<file path="config.mk">
export PLATFORM = sky130hd
export DESIGN_NAME = blink_meter
export DESIGN_NICKNAME = d
export VERILOG_FILES = /design/src/rtl/blink_meter.sv
export SDC_FILE = /design/constraint.sdc
export NUM_CORES = 1
export LEC_CHECK = 0
export ABC_AREA = 1
export CAP_MARGIN = 20
export CORE_MARGIN = 4
export CORE_UTILIZATION = 40
export CTS_BUF_LIST = sky130_fd_sc_hd__clkbuf_4 sky130_fd_sc_hd__clkbuf_8 sky130_fd_sc_hd__clkbuf_16
export DETAILED_ROUTE_END_ITERATION = 7
export PLACE_DENSITY_LB_ADDON = 0.1
export SETUP_SLACK_MARGIN = 0.15
export SLEW_MARGIN = 10
export SYNTH_ARGS = -nofsm -noshare
export SYNTH_HDL_FRONTEND = slang
export SYNTH_SLANG_ARGS = --single-unit
export TNS_END_PERCENT = 100
</file>
<file path="constraint.sdc">
create_clock -name clk -period 4.56 [get_ports clk]
set_clock_uncertainty 0.1 [all_clocks]
set_input_delay 1.368 -clock clk [delete_from_list [all_inputs] [get_ports clk]]
set_output_delay 1.368 -clock clk [all_outputs]
set_load 0.02 [all_outputs]
</file>
<file path="src/rtl/blink_meter.sv">
// -----------------------------------------------------------------------------
// blink_meter
//   Receives an external square-wave blink signal, synchronizes and debounces
//   it, then measures the time between accepted edges in clock cycles. Each
//   measured half-period is reported with a one-cycle valid pulse. Loss of
//   activity is detected after an idle timeout.
//
// Parameters
//   CLK_FREQ         clock frequency in Hz (only sets the TIMEOUT default)
//   DEBOUNCE_CYCLES  synchronized cycles a new level must hold (>= 1)
//   TIMEOUT_CYCLES   idle interval after which measurement is abandoned
//
// Ports
//   clk           in   system clock
//   rst           in   asynchronous active-high reset
//   blink_in      in   asynchronous blink signal from the pin
//   level         out  debounced input level
//   half_period   out  cycles between the last two accepted edges (held)
//   period_valid  out  one-cycle pulse when half_period is updated
//   active        out  high while a periodic signal is locked
//   edge_count    out  count of accepted edges, wraps at 16 bits
// -----------------------------------------------------------------------------
module blink_meter #(
   parameter int unsigned CLK_FREQ        = 25_000_000,
   parameter int unsigned DEBOUNCE_CYCLES = 16,
   parameter int unsigned TIMEOUT_CYCLES  = CLK_FREQ
) (
   input  logic        clk,
   input  logic        rst,
   input  logic        blink_in,
   output logic        level,
   output logic [31:0] half_period,
   output logic        period_valid,
   output logic        active,
   output logic [15:0] edge_count
);

   // deb_cnt never exceeds DEBOUNCE_CYCLES-1, so clog2(DEBOUNCE_CYCLES) bits suffice.
   localparam int unsigned DEB_W = (DEBOUNCE_CYCLES > 1) ? $clog2(DEBOUNCE_CYCLES) : 1;
   localparam logic [DEB_W-1:0] DEB_LAST = DEB_W'(DEBOUNCE_CYCLES - 1);
   localparam logic [31:0]      TIMEOUT  = 32'(TIMEOUT_CYCLES);

   typedef enum logic [1:0] {
      S_IDLE,
      S_ARMED,
      S_LOCKED
   } state_t;

   logic             r_sync_q1;
   logic             r_sync_q2;
   logic [DEB_W-1:0] r_deb_cnt;
   logic             r_level;
   logic [31:0]      r_int_cnt;
   state_t           r_state;
   logic             r_active;
   logic             r_period_valid;
   logic [31:0]      r_half_period;
   logic [15:0]      r_edge_count;

   logic             w_mismatch;
   logic             w_accept;
   logic             w_timeout;
   logic             w_report;
   state_t           w_state_next;

   // A new level is accepted on the cycle its hold count would reach
   // DEBOUNCE_CYCLES, giving a fixed 2 + DEBOUNCE_CYCLES pin-to-level delay.
   assign w_mismatch = (r_sync_q2 != r_level);
   assign w_accept   = w_mismatch && (r_deb_cnt == DEB_LAST);
   assign w_timeout  = (r_int_cnt == TIMEOUT);

   // Synchronizer and debounce
   // NOTE: sequential state uses non-blocking assignments so every flop
   // samples pre-edge values, independent of statement order.
   always_ff @(posedge clk or posedge rst) begin
      if (rst) begin
         r_sync_q1 <= 1'b0;
         r_sync_q2 <= 1'b0;
         r_deb_cnt <= '0;
         r_level   <= 1'b0;
      end else begin
         r_sync_q1 <= blink_in;
         r_sync_q2 <= r_sync_q1;
         if (!w_mismatch || w_accept) begin
            r_deb_cnt <= '0;
         end else begin
            r_deb_cnt <= r_deb_cnt + 1'b1;
         end
         if (w_accept) begin
            r_level <= ~r_level;
         end
      end
   end

   // Interval counter: restarts at 1 on an edge so that at the next edge it
   // holds the exact cycle distance; saturates at TIMEOUT to mark idleness.
   always_ff @(posedge clk or posedge rst) begin
      if (rst) begin
         r_int_cnt <= '0;
      end else if (w_accept) begin
         r_int_cnt <= 32'd1;
      end else if (r_int_cnt < TIMEOUT) begin
         r_int_cnt <= r_int_cnt + 32'd1;
      end
   end

   // Next-state and report decode
   // NOTE: every signal gets a default before the case so no path leaves it
   // unassigned, which would otherwise infer a latch.
   always_comb begin
      w_state_next = r_state;
      w_report     = 1'b0;
      unique case (r_state)
         S_IDLE: begin
            if (w_accept) begin
               w_state_next = S_ARMED;
            end
         end
         S_ARMED, S_LOCKED: begin
            if (w_accept) begin
               if (r_int_cnt < TIMEOUT) begin
                  w_report     = 1'b1;
                  w_state_next = S_LOCKED;
               end else begin
                  // Edge coinciding with timeout: measurement is void, but
                  // the edge still starts a fresh sequence.
                  w_state_next = S_ARMED;
               end
            end else if (w_timeout) begin
               w_state_next = S_IDLE;
            end
         end
         default: begin
            w_state_next = S_IDLE;
         end
      endcase
   end

   // State register and registered outputs
   always_ff @(posedge clk or posedge rst) begin
      if (rst) begin
         r_state        <= S_IDLE;
         r_active       <= 1'b0;
         r_period_valid <= 1'b0;
         r_half_period  <= '0;
         r_edge_count   <= '0;
      end else begin
         r_state        <= w_state_next;
         r_active       <= (w_state_next == S_LOCKED);
         r_period_valid <= w_report;
         if (w_report) begin
            r_half_period <= r_int_cnt;
         end
         if (w_accept) begin
            r_edge_count <= r_edge_count + 16'd1;
         end
      end
   end

   assign level        = r_level;
   assign half_period  = r_half_period;
   assign period_valid = r_period_valid;
   assign active       = r_active;
   assign edge_count   = r_edge_count;

endmodule
</file>
==> flow_summary.ini <==
[setup_path]
r2r-end = half_period[14]
worst_path_max_delay_cell = clkdlybuf4s50_1
endpoint_kind = primary output
cp_max_fo = 6
cp_data_arrival_time_ps = 1460
crit_family = buffers and inverters
max_stage_delay_ps = 650
critical_path_class = flip-flop to primary output
critPathLaunchType = flip-flop
cp.required_ps = 3090
path_buf_inv = 1
r2r_cells = 7
crit_chain = clkdlybuf4s50_1
r2r_start = r_deb_cnt[0]
ff2ff_setup_slack_ps = 1850

[clock_network]
cts_root_buf = clkbuf_8
post-cts-setup-buffers = 0
clkSinkCount = 91
post_cts_resized = 0
cts.reportedPaths.clkPinSlew_ps = 90
tritoncts = yes
clk_path_buf_depth = 2
clk_latency_ps = 370
cts_buffers = 9
htreeDepth = 3
hold_buffers = 0

[logic_synthesis]
avgSynthCellArea_um2 = 8.31
syn_inst = 536
synth-adder-area-share_pct = 1.69
yosysWarnings = 0
syn_nets = 545
synth_top_family_by_area = simple AND/OR/NAND/NOR gates
synth_mux_area_share_pct = 0
synth_edf_count = 0
synthArstFlopShare_pct = 100
synth_compound_area_share_pct = 6.43
ys_types = 28
yosys.area.top_type = dfrtp_1
synth.most_common_cell = nand2_1
netlist_top_cells_count = nand2_1, dfrtp_1, nor2_1
synth_top_area_share_pct = 51.1
synth_xor_xnor_area_share_pct = 4.52
netlist_area_um2 = 4450
yosys-top-cells-area = dfrtp_1, nand2_1, nor2_1, inv_1, nand3_1
yosysSeqAreaShare_pct = 51.1
ys.flop_type = dfrtp_1
synthSimpleGateAreaFrac_pct = 28.0
ys_ff_latch = 91

[global_route]
grt_max_degree = 92
grt_usage_pct = 16.3
grt_pass1_wl_mm = 17.0
grt_pass1_vias = 3580
overflow = 0
antenna_found_initial = 0

[sta]
setup_viol = 0
finalCriticalPeriod_ps = 2930
worst_pin_slew_ps = 684
clock.fmax_mhz = 341
drv_slew = 0
timing.final.crit_share_pct = 64.3
relSlewSlack_pct = 54.3
tns_ps = 0
hold_violations = 0
setup_slack_ps = 1630
rsz0062_at_grt = no

[routing]
first_pass_iters = 4
wl_per_cell_um = 13.5
via_per_inst = 4.87
num_vias = 3557
post-route-drc-count = 0
routed_wl_mm = 9.85
ant_nets = 0
drt_iter0_drc = 168

[die]
die-area_um2 = 12900
fp.dieH_um = 114
coreArea_um2 = 10900
std_cell_rows = 38
initial_core_util_pct = 40.9
io_pins = 54
die_x_um = 114

[power_and_ir_drop]
power_frac_comb_pct = 4.6
intPower_uw = 1190
total_power_uw = 1550
switching_share_pct = 23.1
p_switching_uw = 357
ir_worst_vdd_v = 0.000177
pwr-share-clk_pct = 41.0
cellPowerDensity_nw_per_um2 = 292
power.leakage_uw = 0.00240
p_seq_share_pct = 54.4

[flow_run]
maxCapViolCount = 0

[placed_design]
place.gp.congestion = 0.894
dp_slack_ps = 1800
hpwl_mm = 6.88
placed_area_um2 = 5050
port-buffer-count = 53
placed_cells = 715

[final_layout]
antenna_cells = 0
drive_gt1_share_pct = 6.77
fin_area_um2 = 5290
area_delta_synth_final_pct = 18.7
stdcell_count = 731
nets = 595

[worst_hold_path]
min_path_type = flip-flop to flip-flop
hold_path_end = r_sync_q2
worstHoldStart = r_sync_q1
whs_path_depth = 0

[outcome]
status = complete, no violations
[flip-flops by register name, indices dropped and copies added, names as in the netlist]
register and count:
period_valid 1, edge_count 16, r_sync_q2 1, r_sync_q1 1, r_int_cnt 32, half_period 32, active 1, r_state 2
r_deb_cnt 4, level 1
[power by group through the flow]
stage | clock [uW] | sequential (uW) | combinational [uW]
2_1_floorplan | 0 | 851 | 54.1
3_3_place_gp | 0 | 856 | 70.7
3_5_place_dp | 0 | 856 | 72.8
4_1_cts | 653 | 841 | 72.7
5_1_grt | 687 | 844 | 83.7
6_report | 634 | 840 | 70.8
[metrics by stage]
stage / hold slack [ps] / utilization [%]
global route: 266 / 48.6
finish: 258 / 48.6
detailed placement: 240 / 46.4
floorplan: 231 / -
CTS: 261 / 48.6
global placement: 238 / 46.4
[layout make-up]
class	count	area, um^2
clock inverters	4	72.6
multi-input cells	366	1810
clock buffers	12	159
flip-flops and latches	91	2280
well taps	140	175
inverters	64	241
repair buffers	54	551
fillers	1098	5600
[per-layer routing]
layer  track usage, %  share of wire (%)  routed length, um  vias up
li1                 -                  -                  -     1793
met1             21.7                 48               4690     1691
met2             26.0                 47               4630       56
met3             3.40                3.5                349       17
met4             6.97                1.8                177        0
met5                0                  0                  0        -
[cell usage in the layout (no fill, tap or decap), types with 11 or more instances in the layout]
cell,Yosys,final
nand2_1,138,138
dfrtp_1,91,91
nor2_1,76,76
inv_1,59,58
clkdlybuf4s50_1,0,53
nand3_1,28,28
o21ai_1,28,28
nand4_1,21,21
xor2_1,14,14
o21ai_0,13,13
clkbuf_8,0,11
[cell families after synthesis]
| group | Yosys count |
|---|---|
| adder cells (fa/ha/maj) | 6 |
| AND/OR/NAND/NOR | 286 |
| flip-flops | 91 |
| XOR/XNOR | 23 |
| AO/OA/AOI/OAI | 51 |
| buffers and inverters | 79 |
[how the worst max path moves through the flow]
stage | from | to | slack, ps | cells past startpoint
2_1_floorplan | rst | active | 730 | 1
3_3_place_gp | r_deb_cnt[0] | half_period[14] | 1870 | 7
3_5_place_dp | r_deb_cnt[0] | half_period[11] | 1800 | 7
4_1_cts | edge_count[10] | edge_count[10] | 1610 | 1
5_1_grt | r_deb_cnt[0] | half_period[14] | 1520 | 7
6_report | edge_count[4] | edge_count[4] | 1630 | 1
No activity file was read; power rests on OpenSTA's default activity.
==> variant: new RTL, same settings <==
Encoding of `state_t`: now one-hot (3 bits for 3 states).
--- a/src/rtl/blink_meter.sv
+++ b/src/rtl/blink_meter.sv
@@ -40,10 +40,10 @@
    localparam logic [DEB_W-1:0] DEB_LAST = DEB_W'(DEBOUNCE_CYCLES - 1);
    localparam logic [31:0]      TIMEOUT  = 32'(TIMEOUT_CYCLES);
 
-   typedef enum logic [1:0] {
-      S_IDLE,
-      S_ARMED,
-      S_LOCKED
+   typedef enum logic [2:0] {
+      S_IDLE   = 3'b001,
+      S_ARMED  = 3'b010,
+      S_LOCKED = 3'b100
    } state_t;
 
    logic             r_sync_q1;
Function: same outputs for any inputs over 10 cycles, from zero or initial values and one cycle with rst high; not proved beyond that.
==> variant against the original RTL <==
Area after synthesis increased by 11%. Wire length up 17%. Largest power group unchanged. Non-clock buffer count up 2. Critical endpoint is now edge_count[3]. Sequential cell count rose by 1. Setup slack got worse by 0.0042 ns. Total power is 9.6% higher. Largest cell class unchanged. Design area grew 10%. Clock power grew 21%.
==> variant: results <==
[run_status]
status = finished, final reports clean

[clock_tree]
ctsResizeCount = 0
cts_max_level = 3
cts_buffers = 9
clk_path_buf_depth = 2
clk_latency_ns = 0.35
root_buffer = clkbuf_16
postCtsSetupBuffers = 0
clk_pin_slew_worst_paths_ns = 0.06

[placed_design]
placed_cells = 824
dp_hpwl_um = 8340
gpl.final_weighted_congestion = 0.896
portBuffers = 53

[cells_and_area]
final_nets = 695
fillers = 1227
instances_no_fill = 840
drive_gt1_frac = 0.0707

[route]
via_per_inst = 4.90
drtIter0Drc = 290
drt-total-wl_um = 11500
drtPass1Iterations = 5

[grt]
antenna_found_initial = 0
first_global_vias = 4050
grt_max_degree = 54
grt_usage = 0.174
grt_pass1_wl_um = 20100

[hold_path]
hold_depth = 0
hp-class = flip-flop to flip-flop

[worst_setup_path]
rr_worst_depth = 8
setup.worst_path.start = edge_count[3]
critPathArrivalTime_ns = 1.47

[power_and_ir_drop]
switching_power_mw = 0.391
max-vdd-ir-drop_uv = 146
leakage_nw = 2.77

[logic_synthesis]
synth-main-ff-cell = dfrtp_1
syn_inst = 643
synth.distinct_cells = 30
synth.net_count = 650
synthTopCellsByCount = 209 x nand2_1, 96 x nor2_1, 91 x dfrtp_1, 74 x nand3_1, 56 x inv_1
ys_seq_area_frac = 0.468
netlist_top_cells_area = dfrtp_1 46%, nand2_1 16%, nand3_1 7.5%

[timing]
relSlewSlack = 0.403
==> variant: power groups by stage <==
stage | combinational, mW | sequential, mW | clock, mW
4_1_cts | 0.0716 | 0.856 | 0.789
2_1_floorplan | 0.0657 | 0.854 | 0
3_3_place_gp | 0.0690 | 0.871 | 0
3_5_place_dp | 0.0714 | 0.872 | 0
5_1_grt | 0.0803 | 0.859 | 0.820
6_report | 0.0692 | 0.857 | 0.767
==> variant: kinds of logic (layout without fill, tap and decap cells) <==
kind of cell | count (synthesis) | after routing | share of synthesized area
buffers and inverters | 81 | 131 | 0.0747
adders and majority gates | 4 | 4 | 0.0102
DFF | 92 | 92 | 0.468
and+or+nand+nor | 422 | 422 | 0.380
AOI/OAI and AO/OA | 16 | 16 | 0.0175
xor gates and xnor gates | 28 | 28 | 0.0498
==> variant: layer usage <==
layer | track usage | part of all wire | wire length [um] | vias up
li1 | - | - | - | 2092
met1 | 0.255 | 0.51 | 5830 | 1924
met2 | 0.256 | 0.44 | 5050 | 82
met3 | 0.0266 | 0.038 | 433 | 16
met4 | 0.0724 | 0.019 | 224 | 0
met5 | 0 | 0 | 0 | -
==> variant: final cells by class <==
| cell class | instances | share of cell area |
|---|---|---|
| clock buffer | 11 | 0.0423 |
| clock inverter | 5 | 0.0103 |
| inverter | 59 | 0.0382 |
| multi-input combinational | 470 | 0.387 |
| sequential | 92 | 0.396 |
| tap | 147 | 0.0316 |
| timing repair buffer | 56 | 0.0950 |
==> variant: worst paths after layout <==
| path | slack, ns | endpoint |
|---|---|---|
| setup / recovery | 1.62 | edge_count[3] |
| hold / removal | 0.26 | r_sync_q2 |
| setup reg to reg | 1.65 | half_period[30] |
| hold reg to reg | 0.26 | r_sync_q2 |
| max in group asynchronous | 2.20 | edge_count[7] |
| min in group asynchronous | 1.40 | half_period[28] |
==> variant: through the flow <==
| step | util | cell area, sq um | setup slack (ns) |
|---|---|---|---|
| final | 0.485 | 5820 | 1.62 |
| after global routing | 0.485 | 5820 | 1.32 |
| after CTS | 0.485 | 5820 | 1.59 |
| after detailed placement | 0.459 | 5520 | 1.60 |
| after global placement | 0.459 | 5520 | 1.74 |
| after floorplan | - | 4920 | 0.702 |
